<file path="src/rtl/aes_arb_pkg.sv">
// Shared types and limits for the AES-128 request arbiter.
package aes_arb_pkg;

  localparam int unsigned N_REQ_MIN     = 2;
  localparam int unsigned N_REQ_MAX     = 8;
  localparam int unsigned TAG_DEPTH_MIN = 2;
  localparam int unsigned TAG_DEPTH_MAX = 16;

  typedef enum logic {
    IDLE  = 1'b0,
    ISSUE = 1'b1
  } arb_state_e;

  // Requester ID width; never narrower than one bit.
  function automatic int unsigned id_width(input int unsigned n);
    return (n <= 2) ? 1 : $clog2(n);
  endfunction

endpackage

</file>
<file path="src/rtl/aes_arb_tag_fifo.sv">
// In-order tag FIFO holding the requester ID of every block outstanding in the core.
module aes_arb_tag_fifo #(
  parameter int unsigned W     = 2,
  parameter int unsigned DEPTH = 4
) (
  input  logic         clk,
  input  logic         rst_n,
  input  logic         flush,
  input  logic         push,
  input  logic         pop,
  input  logic [W-1:0] din,
  output logic [W-1:0] dout,
  output logic         full,
  output logic         empty
);

  localparam int unsigned AW  = $clog2(DEPTH);
  localparam int unsigned CW  = AW + 1;

  logic [W-1:0]  mem [DEPTH];
  logic [AW-1:0] wr_ptr;
  logic [AW-1:0] rd_ptr;
  logic [CW-1:0] cnt;
  logic          do_push;
  logic          do_pop;

  assign full    = (cnt == CW'(DEPTH));
  assign empty   = (cnt == '0);
  // A push at full is legal only when the head leaves in the same cycle.
  assign do_push = push && (!full || pop);
  assign do_pop  = pop && !empty;
  assign dout    = mem[rd_ptr];

  always_ff @(posedge clk) begin
    if (do_push && !flush) mem[wr_ptr] <= din;
  end

  always_ff @(posedge clk or negedge rst_n) begin
    if (!rst_n) begin
      wr_ptr <= '0;
      rd_ptr <= '0;
      cnt    <= '0;
    end else if (flush) begin
      wr_ptr <= '0;
      rd_ptr <= '0;
      cnt    <= '0;
    end else begin
      if (do_push) wr_ptr <= wr_ptr + AW'(1);
      if (do_pop)  rd_ptr <= rd_ptr + AW'(1);
      unique case ({do_push, do_pop})
        2'b10:   cnt <= cnt + CW'(1);
        2'b01:   cnt <= cnt - CW'(1);
        default: cnt <= cnt;
      endcase
    end
  end

endmodule

</file>
<file path="src/rtl/aes_128_req_arbiter.sv">
// Round-robin arbiter sharing one AES-128 core between N_REQ requesters, with in-order result routing.
// Optional watchdog on the oldest outstanding block: define AES_ARB_TIMEOUT_EN.
module aes_128_req_arbiter
  import aes_arb_pkg::*;
#(
  parameter int unsigned N_REQ     = 4,
  parameter int unsigned TAG_DEPTH = 4,
  parameter int unsigned TIMEOUT   = 64
) (
  input  logic                          clk,
  input  logic                          rst_n,
  input  logic                          kill,
  input  logic [N_REQ-1:0]              req_valid,
  input  logic [128*N_REQ-1:0]          req_data,
  output logic [N_REQ-1:0]              req_ready,
  input  logic                          core_key_ready,
  output logic                          core_in_en,
  output logic [127:0]                  core_in_data,
  output logic                          core_kill,
  input  logic                          core_out_en,
  input  logic [127:0]                  core_out_data,
  output logic                          resp_valid,
  output logic [id_width(N_REQ)-1:0]    resp_id,
  output logic [127:0]                  resp_data,
  output logic                          busy,
  output logic                          err_orphan,
  output logic                          err_timeout
);

  localparam int unsigned IDW  = id_width(N_REQ);
  localparam int unsigned IDW1 = IDW + 1;
  localparam int unsigned DW   = 128;
  // Illegal configurations never grant, so a bad build is inert rather than corrupting.
  localparam bit CFG_OK = (N_REQ >= N_REQ_MIN) && (N_REQ <= N_REQ_MAX) &&
                          (TAG_DEPTH >= TAG_DEPTH_MIN) && (TAG_DEPTH <= TAG_DEPTH_MAX) &&
                          ((TAG_DEPTH & (TAG_DEPTH - 1)) == 0) && (TIMEOUT >= 2);

  arb_state_e     state;
  logic [IDW-1:0] rr_ptr;
  logic [IDW:0]   cand;
  logic [IDW-1:0] win_id;
  logic           win_found;
  logic [DW-1:0]  win_data;
  logic           grant_en;
  logic           accept;
  logic           flush;
  logic           wd_kill;
  logic           pop;
  logic [IDW-1:0] fifo_dout;
  logic           fifo_full;
  logic           fifo_empty;

  assign flush     = kill | wd_kill;
  assign core_kill = flush;
  assign grant_en  = CFG_OK && (state == IDLE) && core_key_ready && !fifo_full && !flush;
  assign accept    = grant_en && win_found;
  assign pop       = core_out_en && !fifo_empty;
  assign busy      = !fifo_empty;

  // First valid requester at or after the round-robin pointer, wrapping.
  always_comb begin
    win_found = 1'b0;
    win_id    = '0;
    cand      = '0;
    for (int k = 0; k < N_REQ; k++) begin
      cand = {1'b0, rr_ptr} + IDW1'(k);
      if (cand >= IDW1'(N_REQ)) cand = cand - IDW1'(N_REQ);
      if (!win_found && req_valid[cand[IDW-1:0]]) begin
        win_found = 1'b1;
        win_id    = cand[IDW-1:0];
      end
    end
  end

  always_comb begin
    win_data  = '0;
    req_ready = '0;
    for (int i = 0; i < N_REQ; i++) begin
      if (win_id == IDW'(i)) begin
        win_data     = req_data[DW*i +: DW];
        req_ready[i] = accept;
      end
    end
  end

  aes_arb_tag_fifo #(
    .W     (IDW),
    .DEPTH (TAG_DEPTH)
  ) u_tag_fifo (
    .clk   (clk),
    .rst_n (rst_n),
    .flush (flush),
    .push  (accept),
    .pop   (pop),
    .din   (win_id),
    .dout  (fifo_dout),
    .full  (fifo_full),
    .empty (fifo_empty)
  );

  // Issue FSM, round-robin pointer, core drive and result routing.
  always_ff @(posedge clk or negedge rst_n) begin
    if (!rst_n) begin
      state        <= IDLE;
      rr_ptr       <= '0;
      core_in_en   <= 1'b0;
      core_in_data <= '0;
      resp_valid   <= 1'b0;
      resp_id      <= '0;
      resp_data    <= '0;
      err_orphan   <= 1'b0;
    end else begin
      state      <= accept ? ISSUE : IDLE;
      core_in_en <= accept;
      resp_valid <= pop && !flush;
      if (accept) begin
        core_in_data <= win_data;
        rr_ptr       <= (win_id == IDW'(N_REQ - 1)) ? '0 : win_id + IDW'(1);
      end
      if (pop) begin
        resp_id   <= fifo_dout;
        resp_data <= core_out_data;
      end
      if (core_out_en && fifo_empty) err_orphan <= 1'b1;
    end
  end

`ifdef AES_ARB_TIMEOUT_EN
  localparam int unsigned WDW = $clog2(TIMEOUT + 1);

  logic [WDW-1:0] wd_cnt;
  logic           wd_kill_q;
  logic           err_timeout_q;

  // Watchdog: age of the oldest outstanding block; fires once, then flushes like kill.
  always_ff @(posedge clk or negedge rst_n) begin
    if (!rst_n) begin
      wd_cnt        <= '0;
      wd_kill_q     <= 1'b0;
      err_timeout_q <= 1'b0;
    end else begin
      wd_kill_q <= 1'b0;
      if (flush || pop || (accept && fifo_empty)) begin
        wd_cnt <= '0;
      end else if (!fifo_empty) begin
        wd_cnt <= wd_cnt + WDW'(1);
        if (wd_cnt == WDW'(TIMEOUT - 1)) begin
          wd_kill_q     <= 1'b1;
          err_timeout_q <= 1'b1;
        end
      end
    end
  end

  assign wd_kill     = wd_kill_q;
  assign err_timeout = err_timeout_q;
`else
  assign wd_kill     = 1'b0;
  assign err_timeout = 1'b0;
`endif

endmodule
</file>
<file path="config.mk">
export PLATFORM = sky130hd
export DESIGN_NAME = aes_128_req_arbiter
export DESIGN_NICKNAME = d
export VERILOG_FILES = /design/src/rtl/aes_arb_pkg.sv /design/src/rtl/aes_arb_tag_fifo.sv /design/src/rtl/aes_128_req_arbiter.sv
export SDC_FILE = /design/constraint.sdc
export NUM_CORES = 1
export LEC_CHECK = 0
export ABC_AREA = 1
export CAP_MARGIN = 15
export CORE_AREA = 5 5 352 354
export DETAILED_ROUTE_END_ITERATION = 12
export DIE_AREA = 0 0 357 359
export GPL_TIMING_DRIVEN = 0
export SLEW_MARGIN = 20
export SYNTH_ARGS = -nofsm -noshare
export SYNTH_HDL_FRONTEND = slang
export SYNTH_SLANG_ARGS = --single-unit
</file>
<file path="constraint.sdc">
create_clock -name clk -period 2.99 [get_ports clk]
set_input_delay 0.299 -clock clk [delete_from_list [all_inputs] [get_ports clk]]
set_output_delay 0.299 -clock clk [all_outputs]
set_load 0.02 [all_outputs]
</file>
==> run summary <==
RSZ-0062 raised after global routing - true
CP Class - register to primary output
Die H - 359 µm
Final Max Tran Viols - 0
GRT Util Overall - 18.5%
vias in the first global route - 18768
Routed Antenna Nets - 0
htree depth - 2
GRT overflow - 0
EDFF count, synth - 8
RR Startpoint - rr_ptr[0]$_DFFE_PN0N_
Worst path most repeated cell - nand2_2
WHS - 0.192 ns
Peak Freq - 0.297 GHz
clock-pin transition on the worst setup and hold timing paths - 0.07 ns
CP bufs+invs - 8
failing checks - negative setup slack
Port-buffer cells - 915
Tightest Pin Transition - 0.885 ns
min Tclk post-route - 3.37 ns
worst vdd ir - 0.986 mV
RePlAce Congestion - 0.969
Synth Register Bits - 278
Total Power - 45.5 mW
post-synthesis cell area - 0.0147 mm²
Root Buffer - clkbuf_16
min setup slack post-route - -0.382 ns
fin crit share - 113%
drc violations - 0
Clk Latency, worst-skew pair - 0.59 ns
Fin. Hold Viols - 0
reg2reg setup slack - 0 ns
clk sinks - 278
outcome - finished with violations
pin count of the biggest net entering global routing - 86
design area - 0.0290 mm²
Async SR Flop Fraction - 97.1%
share of layout cells above drive strength 1 - 13.2%
Max Root-Sink Buffers - 3
Critical Path RT - 2.69 ns
initial antenna violation count - 46
worst-case reg-to-reg path depth - 15
Critical Path AT - 3.07 ns
Post-DP Area - 0.0261 mm²
Setup Viol. Count Final - 5
wire per inst - 26.9 µm
Final nets - 3648
Slew Limit Headroom - 41.0%
Unique masters post-synth - 34
synthesized area per cell - 7.42 µm²
Synth Instances - 1987
Static Leak - 12.5 nW
Detail Placement HPWL - 104 mm
Initial Util - 12.2%
die area - 0.128 mm²
worst-path cell chain - buf_6 -> nand2_2 -> nand2_2 -> nand2_2 -> nand2_2 -> nor2_4 -> nand3b_1 -> o2111ai_2 -> nand2_2 -> inv_4 -> ha_4 -> inv_6 -> buf_12 -> clkbuf_16 -> buf_16 -> clkbuf_16 -> nor2_4 -> buf_6
CTS tree - yes
dominant synthesized flop cell - dfrtp_1
CP top delay family - buffers and inverters
Yosys Warn Count - 0
Post-Route WL - 125 mm
PwrDens - 1570 mW/mm²
core area - 0.121 mm²
sequential-to-total area share from yosys stat - 47.4%
Die Wd - 357 µm
drt pass-1 iters - 5
num ports - 917
Crit Path Max Fanout - 5
crit-path max cell delay - 0.44 ns
CTS buffer count - 39
worst hold path class - input port to asynchronous set/reset pin
via count - 18899
worst r2r dst - core_in_data[14]$_DFFE_PN0N_
slowest stage cell, crit path - dfrtp_2
critical path launch point type - register
CP endpoint kind - primary output
first-pass GRT wire length - 164 mm
Area Overhead vs Synth - 96.7%
Vias/cell - 4.05
row cnt - 128
DR iter-0 viols - 1289
synthesized net count - 2645
Clock Skew - 0.0342 ns
Fill cells - 13268
max_cap viols - 0
## cell type report
| cell class | instances | area, µm² | share of cell area [%] |
|---|---|---|---|
| Antenna cell | 20 | 50.0 | 0.173 |
| Tap cell | 1625 | 2030 | 7.01 |
| Inverter | 28 | 125 | 0.431 |
| Clock buffer | 51 | 1080 | 3.73 |
| Timing Repair Buffer | 965 | 9700 | 33.5 |
| Clock inverter | 20 | 253 | 0.871 |
| Sequential cell | 278 | 7000 | 24.1 |
| Multi-Input combinational cell | 1523 | 7310 | 25.2 |
| Buffer | 155 | 1450 | 5.00 |
## state kept, by name (all words and copies together), names as in the netlist
name and cells:
core_in_data 128, u_tag_fifo.wr_ptr 2, u_tag_fifo.rd_ptr 2, resp_id 2, resp_valid 1, u_tag_fifo.mem 8, core_in_en 1, resp_data 128
err_orphan 1, u_tag_fifo.cnt 3, rr_ptr 2
## cell usage after synthesis, types with 19 or more instances
| library cell | n | area share, % |
|---|---|---|
| nand2_1 | 807 | 21 |
| o21ai_0 | 295 | 10 |
| dfrtp_1 | 270 | 46 |
| nand3_1 | 135 | 4.6 |
| a21oi_1 | 130 | 4.4 |
| clkbuf_1 | 87 | 2.2 |
| o21ai_1 | 70 | 2.4 |
| o21ai_2 | 30 | 1.8 |
| inv_1 | 24 | 0.61 |
| nor2_1 | 24 | 0.61 |
| buf_2 | 23 | 0.78 |
| buf_1 | 19 | 0.48 |
| buf_6 | 19 | 1.5 |
## power by group
| part | switching, mW | internal, mW |
|---|---|---|
| Sequential | 1.09 | 5.57 |
| Clock | 2.08 | 2.94 |
| Combinational | 20.8 | 13.0 |
## cell families (layout without fill, tap and decap cells)
logic type	after synthesis	count (layout)	synth area share [%]
flops	278	278	47.4
fa+ha+maj	9	9	0.815
buf+inv	186	1219	6.25
compound gates	531	531	18.9
xor+xnor	1	1	0.0594
simple gates	981	981	26.5
other cells	1	21	0.0254
## routing by layer
metal / vias to the layer above / part of all wire [%] / GRT usage [%]
met4: 18 / 3.3 / 4.86
li1: 8582 / - / -
met5: - / 0.095 / 0
met1: 9213 / 41 / 23.1
met2: 905 / 47 / 31.6
met3: 181 / 7.8 / 5.00
## layout by cell type (no fill, tap or decap), types with 4 or more instances in the layout
cell type / n
nand2_2: 32
clkdlybuf4s50_1: 910
buf_8: 11
inv_2: 4
nand2_4: 5
o21ai_0: 231
clkbuf_16: 45
ha_1: 4
a21oi_2: 17
ha_4: 4
buf_2: 16
nor2_1: 22
a21oi_1: 110
buf_6: 40
bufinv_16: 4
clkinvlp_4: 4
inv_6: 6
buf_16: 4
dfrtp_1: 268
buf_4: 60
clkbuf_8: 6
buf_12: 17
a21oi_4: 4
o21ai_2: 52
nand3_2: 15
o21ai_1: 111
nand2_1: 776
clkinv_2: 4
edfxtp_1: 8
inv_1: 18
nand3_1: 118
clkbuf_4: 16
clkbuf_2: 12
inv_4: 4
diode_2: 20
clkbuf_1: 30
## per-stage QoR
step / std cells / utilization (%) / setup slack [ns] / setup TNS, ns
after CTS: 4628 / 23.3 / -0.463 / -3.66
after global placement: 4527 / 21.5 / -11.73 / -3411.30
after detailed placement: 4532 / 21.6 / -1.90 / -162.47
after floorplan: 1987 / - / 0.285 / 0
after global routing: 4654 / 24.0 / -0.526 / -5.77
final: 4665 / 24.0 / -0.382 / -1.13
## repair_timing
item / in CTS / in global routing
gates resized for setup: 246 / 282
hold endpoints to repair: 197 / 0
endpoints found under the setup margin: 132 / 132
hold buffers: 1 / 0
pin swaps: 18 / 41
setup buffers: 24 / 17
gates cloned: 1 / 2
## worst max-delay path by stage
stage / endpoint / startpoint / slack, ns / depth (start not counted)
floorplan: req_ready[3] / rr_ptr[0]$_DFFE_PN0N_ / 0.29 / 16
global placement: resp_data[5]$_DFFE_PN0N_ / rst_n / -11.73 / 1
detailed placement: core_in_data[6]$_DFFE_PN0N_ / req_valid[1] / -1.90 / 17
CTS: req_ready[3] / rr_ptr[0]$_DFFE_PN0N_ / -0.46 / 18
global route: req_ready[3] / rr_ptr[1]$_DFFE_PN0N_ / -0.53 / 17
finish: req_ready[3] / rr_ptr[0]$_DFFE_PN0N_ / -0.38 / 18
Power figures use the tool's default switching activity.
